File: src/rtl/mrt_pkg.sv
// Shared MinRoot types: iteration/polynomial widths and the per-lane scheduler state.
package mrt_pkg;
  localparam int IterBits = 16;
  localparam int PolyBits = 32;

  typedef logic [PolyBits-1:0] poly_t;

  typedef enum logic [1:0] {
    LANE_IDLE,
    LANE_START,
    LANE_RUN,
    LANE_DONE
  } lane_state_e;
endpackage

File: src/rtl/mrt_rr_arbiter.sv
// Round-robin one-hot grant; the priority pointer moves past the granted requester on advance.
module mrt_rr_arbiter #(
  parameter int N = 1
) (
  input  logic         clk_i,
  input  logic         rst_ni,
  input  logic [N-1:0] req_i,
  input  logic         advance_i,
  output logic [N-1:0] gnt_o,
  output logic         any_o
);
  localparam int PtrW = (N > 1) ? $clog2(N) : 1;

  logic [PtrW-1:0] r_ptr;
  logic [PtrW-1:0] w_ptr_nxt;

  // Winner is the requester with the smallest circular distance from the pointer.
  always_comb begin
    int best;
    int sel;
    int d;
    best      = N;
    sel       = 0;
    d         = 0;
    any_o     = 1'b0;
    gnt_o     = '0;
    w_ptr_nxt = r_ptr;
    for (int i = 0; i < N; i++) begin
      d = (i >= int'(r_ptr)) ? (i - int'(r_ptr)) : (i + N - int'(r_ptr));
      if (req_i[i] && d < best) begin
        best = d;
        sel  = i;
      end
    end
    any_o = (best < N);
    for (int i = 0; i < N; i++) begin
      gnt_o[i] = any_o && (sel == i);
    end
    w_ptr_nxt = (sel == N - 1) ? '0 : PtrW'(sel + 1);
  end

  always_ff @(posedge clk_i or negedge rst_ni) begin
    if (!rst_ni) begin
      r_ptr <= '0;
    end else if (advance_i && any_o) begin
      r_ptr <= w_ptr_nxt;
    end
  end
endmodule

File: src/rtl/minroot_job_scheduler.sv
// Dispatches MinRoot jobs onto N engine lanes and returns each lane's final x/y with its tag.
module minroot_job_scheduler
  import mrt_pkg::*;
#(
  parameter int N       = 1,
  parameter int TagBits = 4
) (
  input  logic                             clk_i,
  input  logic                             rst_ni,
  input  logic                             job_valid_i,
  output logic                             job_ready_o,
  input  logic [TagBits-1:0]               job_tag_i,
  input  logic [IterBits-1:0]              job_start_iter_i,
  input  logic [IterBits-1:0]              job_iters_i,
  input  poly_t                            job_x_i,
  input  poly_t                            job_y_i,
  output logic                             res_valid_o,
  input  logic                             res_ready_i,
  output logic [TagBits-1:0]               res_tag_o,
  output poly_t                            res_x_o,
  output poly_t                            res_y_o,
  output logic [N-1:0]                     eng_start_o,
  output logic [N-1:0][IterBits-1:0]       eng_start_iter_o,
  output logic [N-1:0][IterBits-1:0]       eng_iters_o,
  output poly_t [N-1:0]                    eng_x_o,
  output poly_t [N-1:0]                    eng_y_o,
  input  poly_t [N-1:0]                    eng_x_i,
  input  poly_t [N-1:0]                    eng_y_i,
  input  logic [N-1:0]                     eng_done_i,
  output logic [$clog2(N+1)-1:0]           busy_lanes_o
);
  localparam int BusyW = $clog2(N + 1);

  typedef struct packed {
    logic [TagBits-1:0]  tag;
    logic [IterBits-1:0] start_iter;
    logic [IterBits-1:0] iters;
    poly_t               x;
    poly_t               y;
  } job_t;

  lane_state_e r_state [N];
  lane_state_e w_state_nxt [N];
  job_t        r_job [N];
  poly_t       r_rx [N];
  poly_t       r_ry [N];

  logic [N-1:0]       w_idle, w_done, w_sel, w_req, w_gnt;
  logic [N-1:0]       r_res_oh;
  logic               w_any, w_accept, w_res_hs, w_load, w_ready_nxt;
  logic               r_job_ready, r_res_valid;
  logic [TagBits-1:0] r_res_tag, w_tag;
  poly_t              r_res_x, r_res_y, w_x, w_y;
  logic [BusyW-1:0]   r_busy, w_busy_nxt;

  assign w_accept = job_valid_i & r_job_ready;
  assign w_res_hs = r_res_valid & res_ready_i;
  assign w_load   = ~r_res_valid | w_res_hs;
  // The lane already presented on the output stays DONE until its handshake; keep it out of arbitration.
  assign w_req    = w_done & ~r_res_oh;

  always_comb begin
    w_idle           = '0;
    w_done           = '0;
    eng_start_o      = '0;
    eng_start_iter_o = '0;
    eng_iters_o      = '0;
    eng_x_o          = '0;
    eng_y_o          = '0;
    for (int i = 0; i < N; i++) begin
      w_idle[i]           = (r_state[i] == LANE_IDLE);
      w_done[i]           = (r_state[i] == LANE_DONE);
      eng_start_o[i]      = (r_state[i] == LANE_START);
      eng_start_iter_o[i] = r_job[i].start_iter;
      eng_iters_o[i]      = r_job[i].iters;
      eng_x_o[i]          = r_job[i].x;
      eng_y_o[i]          = r_job[i].y;
    end
  end

  // Lowest-index idle lane wins the incoming job.
  always_comb begin
    w_sel = '0;
    for (int i = N - 1; i >= 0; i--) begin
      if (w_idle[i]) begin
        w_sel    = '0;
        w_sel[i] = 1'b1;
      end
    end
  end

  always_comb begin
    int cnt;
    cnt         = 0;
    w_ready_nxt = 1'b0;
    for (int i = 0; i < N; i++) begin
      w_state_nxt[i] = r_state[i];
      case (r_state[i])
        LANE_IDLE:  if (w_accept && w_sel[i])
                      w_state_nxt[i] = (job_iters_i == '0) ? LANE_DONE : LANE_START;
        LANE_START: w_state_nxt[i] = LANE_RUN;
        LANE_RUN:   if (eng_done_i[i]) w_state_nxt[i] = LANE_DONE;
        LANE_DONE:  if (w_res_hs && r_res_oh[i]) w_state_nxt[i] = LANE_IDLE;
        default:    w_state_nxt[i] = LANE_IDLE;
      endcase
      if (w_state_nxt[i] != LANE_IDLE) cnt++;
      else                             w_ready_nxt = 1'b1;
    end
    w_busy_nxt = BusyW'(cnt);
  end

  always_comb begin
    w_tag = '0;
    w_x   = '0;
    w_y   = '0;
    for (int i = 0; i < N; i++) begin
      if (w_gnt[i]) begin
        w_tag = r_job[i].tag;
        w_x   = r_rx[i];
        w_y   = r_ry[i];
      end
    end
  end

  mrt_rr_arbiter #(.N(N)) u_res_arb (
    .clk_i     (clk_i),
    .rst_ni    (rst_ni),
    .req_i     (w_req),
    .advance_i (w_load),
    .gnt_o     (w_gnt),
    .any_o     (w_any)
  );

  // Result regs preload with the job's x/y so a zero-iteration job returns its inputs unchanged.
  always_ff @(posedge clk_i or negedge rst_ni) begin
    if (!rst_ni) begin
      for (int i = 0; i < N; i++) begin
        r_state[i] <= LANE_IDLE;
        r_job[i]   <= '0;
        r_rx[i]    <= '0;
        r_ry[i]    <= '0;
      end
    end else begin
      for (int i = 0; i < N; i++) begin
        r_state[i] <= w_state_nxt[i];
        if (w_idle[i] && w_accept && w_sel[i]) begin
          r_job[i].tag        <= job_tag_i;
          r_job[i].start_iter <= job_start_iter_i;
          r_job[i].iters      <= job_iters_i;
          r_job[i].x          <= job_x_i;
          r_job[i].y          <= job_y_i;
          r_rx[i]             <= job_x_i;
          r_ry[i]             <= job_y_i;
        end else if (r_state[i] == LANE_RUN && eng_done_i[i]) begin
          r_rx[i] <= eng_x_i[i];
          r_ry[i] <= eng_y_i[i];
        end
      end
    end
  end

  always_ff @(posedge clk_i or negedge rst_ni) begin
    if (!rst_ni) begin
      r_job_ready <= 1'b0;
      r_busy      <= '0;
      r_res_valid <= 1'b0;
      r_res_oh    <= '0;
      r_res_tag   <= '0;
      r_res_x     <= '0;
      r_res_y     <= '0;
    end else begin
      r_job_ready <= w_ready_nxt;
      r_busy      <= w_busy_nxt;
      if (w_load) begin
        r_res_valid <= w_any;
        r_res_oh    <= w_gnt;
        if (w_any) begin
          r_res_tag <= w_tag;
          r_res_x   <= w_x;
          r_res_y   <= w_y;
        end
      end
    end
  end

  assign job_ready_o  = r_job_ready;
  assign busy_lanes_o = r_busy;
  assign res_valid_o  = r_res_valid;
  assign res_tag_o    = r_res_tag;
  assign res_x_o      = r_res_x;
  assign res_y_o      = r_res_y;
endmodule
File: config.mk
export PLATFORM = sky130hd
export DESIGN_NAME = minroot_job_scheduler
export DESIGN_NICKNAME = d
export VERILOG_FILES = /design/src/rtl/mrt_pkg.sv /design/src/rtl/mrt_rr_arbiter.sv /design/src/rtl/minroot_job_scheduler.sv
export SDC_FILE = /design/constraint.sdc
export NUM_CORES = 1
export LEC_CHECK = 0
export CAP_MARGIN = 20
export CORE_MARGIN = 5
export CORE_UTILIZATION = 45
export DETAILED_ROUTE_END_ITERATION = 8
export DONT_BUFFER_PORTS = 1
export PLACE_DENSITY = 0.7
export REMOVE_ABC_BUFFERS = 1
export SYNTH_ARGS = -nofsm -noshare
export SYNTH_HDL_FRONTEND = slang
export SYNTH_SLANG_ARGS = --single-unit
File: constraint.sdc
create_clock -name clk_i -period 4 [get_ports clk_i]
set_input_delay 0.8 -clock clk_i [delete_from_list [all_inputs] [get_ports clk_i]]
set_output_delay 0.8 -clock clk_i [all_outputs]
set_load 0.1 [all_outputs]
==> results.json <==
{
  "crit_family": "simple AND/OR/NAND/NOR gates",
  "avgSynthCellArea_um2": 11.8,
  "setup_ws_ns": 1.16,
  "cp_slowest_stage_delay_ns": 0.95,
  "synth_warnings": 0,
  "post_cts_resized": 0,
  "io_pins": 337,
  "synth-edff-count": 0,
  "period_minus_slack_ns": 2.84,
  "status": "complete, but fails checks",
  "violations": "negative hold slack",
  "ys_seq_elements": 237,
  "netlist_area_um2": 10600,
  "pre_cts_ws_ns": 1.25,
  "critPathLaunchType": "register",
  "ff2ff_path_depth": 4,
  "clk_pin_slew_ns": 0.06,
  "cts_max_path_buffers": 3,
  "period_share": 0.710,
  "required_ns": 3.20,
  "vias": 5695,
  "setup_viol": 0,
  "start_util": 0.454,
  "place_inst": 1083,
  "cts_tree": "yes",
  "cts_root_buf": "clkbuf_16",
  "slowest_stage": "nor2b_2",
  "ys_dominant_reg_cell": "dfrtp_1",
  "worst_hold_slack_ns": -0.0157,
  "yosysMostFrequentCell": "nand2_1",
  "crit_chain": "nor2b_2",
  "ys_seq_area_frac": 0.560,
  "die_x_um": 163,
  "num-nets-final": 960,
  "synth_area_leaders": "dfrtp_1, mux2_2, nand2_1, mux2_4, buf_4",
  "fmax_ghz": 0.352,
  "synth_cell_type_count": 21,
  "antenna_found_initial": 0,
  "path_class": "reg2out",
  "via_per_inst": 5.05,
  "wirelength_um": 21900,
  "netlist_instances": 896,
  "slew_headroom": 0.275,
  "synth_area_leader_cell": "dfrtp_1",
  "cts_setup_buffers": 0,
  "core-area_um2": 23300,
  "worstHoldPathType": "in2async",
  "maxSlewViolCount": 0,
  "maxCapViolCount": 0,
  "fin_cells": 1128,
  "drt_iter0_markers": 394,
  "drive_gt1_frac": 0.311,
  "num_rows": 56,
  "clock_sinks": 237,
  "place_hpwl_um": 14700,
  "synth_common_cells": "nand2_1, dfrtp_1, mux2_2",
  "diodes": 0,
  "path_max_fanout": 8,
  "critPathCaptureType": "primary output",
  "ys_async_sr_fraction": 1.00,
  "dr.pass1.iters": 6,
  "fp.dieH_um": 163,
  "numCtsBuffers": 25,
  "grt-ovfl-total": 0,
  "finalWeightedCongestion": 0.740,
  "syn_to_final_growth_pct": 3.85,
  "clock_skew_ns": 0.00936,
  "path_depth": 1,
  "yosysTopAreaCellShare": 0.560,
  "grt_max_degree": 238,
  "htreeDepth": 1,
  "dieArea_um2": 26700,
  "portBuffers": 0,
  "worst-r2r-setup-slack_ns": 1.34,
  "clk_latency_ns": 0.51,
  "critical_path_buf_inv_count": 0,
  "grt_pass1_wl_um": 34500,
  "track_usage": 0.159,
  "postRouteAntennaNets": 0,
  "hold_viol": 13,
  "tightest_slew_ns": 1.08,
  "rsz0062_at_grt": "no",
  "drc_errors": 0,
  "wl_per_cell_um": 19.4,
  "grt_pass1_vias": 6224,
  "arrival_ns": 2.04
}
[placed cells by master, fill, tap and decap left out, types with 3 or more instances in the layout]
cell,synthesis,routed
nand2_1,303,303
dfrtp_1,237,237
mux2_2,146,146
mux2_4,50,50
clkbuf_16,0,25
clkbuf_8,0,8
buf_4,99,8
nor4_1,4,4
clkbuf_1,7,4
clkinv_2,0,4
o21ai_0,3,3
bufinv_16,0,3
[state kept, by name, indices dropped and copies added (netlist names), 4 cells and up]
signal	flops
res_x_o	32
res_tag_o	4
r_rx	32
eng_y_o	32
eng_x_o	32
eng_start_iter_o	16
r_ry	32
r_job	4
eng_iters_o	16
res_y_o	32
[metrics by stage]
stage / area, um^2 / TNS (ns) / util
2_1_floorplan: 9600 / -443.26 / -
3_5_place_dp: 10100 / 0 / 0.434
3_3_place_gp: 10100 / 0 / 0.434
4_1_cts: 11000 / 0 / 0.471
5_1_grt: 11000 / 0 / 0.471
6_report: 11000 / 0 / 0.471
[metal layers]
layer | track usage | wire (um)
met4 | 0.0465 | 535
met3 | 0.0681 | 2650
met5 | 0 | 0
met1 | 0.190 | 8080
met2 | 0.264 | 10600
[cell type report]
type                       instances  area [um^2]
inverter                           1         3.75
clock inverter                     8          118
multi-input combinational        517         3710
fill                            2076        12300
sequential                       237         5930
timing repair buffer               9         80.1
clock buffer                      37          751
tap                              319          399
[path summary, 6_finish.rpt]
check                                    start                   to
min in group clk_i         job_start_iter_i[9]  eng_start_iter_o[9]
max reg2reg                         r_state[0]             r_ry[10]
min                                     rst_ni          res_y_o[17]
max                                 r_state[0]          eng_start_o
min reg2reg                          r_job[96]            r_job[96]
max in group asynchronous               rst_ni             r_ry[15]
[cell families after synthesis]
| logic type | synth area share |
|---|---|
| AND/OR/NAND/NOR | 0.117 |
| flip-flops | 0.560 |
| multiplexers | 0.226 |
| buffers and inverters | 0.0927 |
| AO/OA/AOI/OAI | 0.00307 |
Power is not shown: default switching activity piles up to over one toggle a cycle in this logic, so the estimate is an artifact.
==> variant (same settings) <==
`TagBits`: 4 -> 6.
--- a/src/rtl/minroot_job_scheduler.sv
+++ b/src/rtl/minroot_job_scheduler.sv
@@ -3,7 +3,7 @@
   import mrt_pkg::*;
 #(
   parameter int N       = 1,
-  parameter int TagBits = 4
+  parameter int TagBits = 6
 ) (
   input  logic                             clk_i,
   input  logic                             rst_ni,
Ports: changed (resized job_tag_i and res_tag_o); port bits go from 337 to 341. No check against the original RTL was run, so the function may have changed too.
==> variant against the unedited design <==
The run still ends with hold timing left. Wire length rose by 0.22%. Utilization rose by 0.27 points. Setup slack improved by 84 ps. First-iteration DRC count fell by 33%. Register-to-register slack improved by 550 ps. Synthesized area rose by 0.17%. Clock skew rose by 8.9 ps. Sequential cell count rose by 4. Final area rose by 0.58%. Largest cell class unchanged. Highest routed layer is now met5.
Power is left out: the tool's default activity adds up to more than one toggle a clock period on the data nets, which glitch-free logic cannot reach.
==> variant: results (changes against the unedited design) <==
WL final=22.0 mm (was 21.9 mm); failing checks=hold timing (unchanged); Syn. warnings=0 (unchanged); total track usage=15.7% (was 15.9%); Worst R2R Start=job_ready_o$_DFF_PN0_ (was r_state[0]$_DFF_PN0_); layout cells sized above 1=30.3% (was 31.1%); Post-DP HPWL=14.6 mm (was 14.7 mm); vias in the first global route=6017 (was 6224); Filler cells=2081 (was 2076); antenna violations before repair=2 (was 0); Worst Tran Pin Value=1070 ps (was 1080 ps); cts bufs inserted=26 (was 25); first-pass GRT wire length=33.8 mm (was 34.5 mm); sequential fraction of the synthesis area=56.9% (was 56.0%); clock skew=18.3 ps (was 9.36 ps); crit path capture=eng_start_o (unchanged); Final GP Congestion=0.787 (was 0.740); CP arrival=1960 ps (was 2040 ps); CP max stage delay=930 ps (was 950 ps); Post-CTS Resized=0 (unchanged); Final Hold Viols=16 (was 13); H-tree Lvls=1 (unchanged); RR Endpoint=r_state[1]$_DFF_PN0_ (was r_ry[10]$_DFFE_PN0P_); Commonest cells post-synth=309 x nand2_1, 241 x dfrtp_1, 171 x mux2_2 (was 303 x nand2_1, 237 x dfrtp_1, 146 x mux2_2); pin count of the biggest net entering global routing=242 (was 238); via count=5708 (was 5695); initial core utilization=45.4% (about the same); fin nets=973 (was 960); Async SR Flop Fraction=100% (unchanged); leading post-synthesis cells by cell area=dfrtp_1 57%, mux2_2 18%, nand2_1 11%, buf_4 7.0%, mux2_4 2.8% (was dfrtp_1 56%, mux2_2 16%, nand2_1 11%, mux2_4 7.1%, buf_4 7.0%); r2r setup slk=1890 ps (was 1340 ps); status=finished, violations left (unchanged); Detailed Route Iter0 Violations=263 (was 394); first drt pass iteration count=4 (was 6); R2R depth=5 (was 4); Hold WS=-23.6 ps (was -15.7 ps)
[variant: per-stage QoR]
| step | instances | utilization [%] | hold WS, ps | setup slack (ps) | instance area (um^2) |
|---|---|---|---|---|---|
| floorplan | 767 | - | 442 | -977 | 9640 |
| global placement | 1093 | 43.6 | 454 | 1770 | 10200 |
| detailed placement | 1093 | 43.6 | 459 | 1770 | 10200 |
| CTS | 1141 | 47.4 | -60.3 | 1220 | 11100 |
| global route | 1141 | 47.4 | -59.3 | 1170 | 11100 |
| finish | 1141 | 47.4 | -23.6 | 1240 | 11100 |
[variant: cell type report]
cell class                      instances  area (um^2)  area share (%)
Multi-Input combinational cell        525         3630            32.9
Timing Repair Buffer                    7          103           0.928
Sequential cell                       241         6030            54.6
Clock buffer                           36          769            6.96
Clock inverter                         12          116            1.05
Tap cell                              319          399            3.61
Inverter                                1         3.75          0.0340
[variant: routing by layer]
metal | vias up | part of all wire (%) | global-route usage (%)
li1 | 2635 | - | -
met1 | 2816 | 39 | 19.5
met2 | 212 | 48 | 25.7
met3 | 43 | 11 | 6.21
met4 | 2 | 2.4 | 4.65
met5 | - | 0.059 | 0
[variant: how the worst min path moves through the flow]
stage / from / endpoint / slack [ps] / depth (start not counted)
6_report: rst_ni / res_x_o[23]$_DFFE_PN0P_ / -20 / 0
3_3_place_gp: r_job[100]$_DFFE_PN0N_ / r_job[100]$_DFFE_PN0N_ / 450 / 2
4_1_cts: rst_ni / res_x_o[23]$_DFFE_PN0P_ / -60 / 0
5_1_grt: rst_ni / r_rx[6]$_DFFE_PN0P_ / -60 / 0
3_5_place_dp: r_job[96]$_DFFE_PN0N_ / r_job[96]$_DFFE_PN0N_ / 460 / 2
2_1_floorplan: r_job[100]$_DFFE_PN0N_ / r_job[100]$_DFFE_PN0N_ / 440 / 2
[variant: logic make-up after synthesis]
family,Yosys count,share of synthesized area (%)
multiplexers,198,21.7
flip-flops,241,56.9
AO/OA/AOI/OAI,5,0.271
AND/OR/NAND/NOR,322,12.0
buffers and inverters,142,9.13
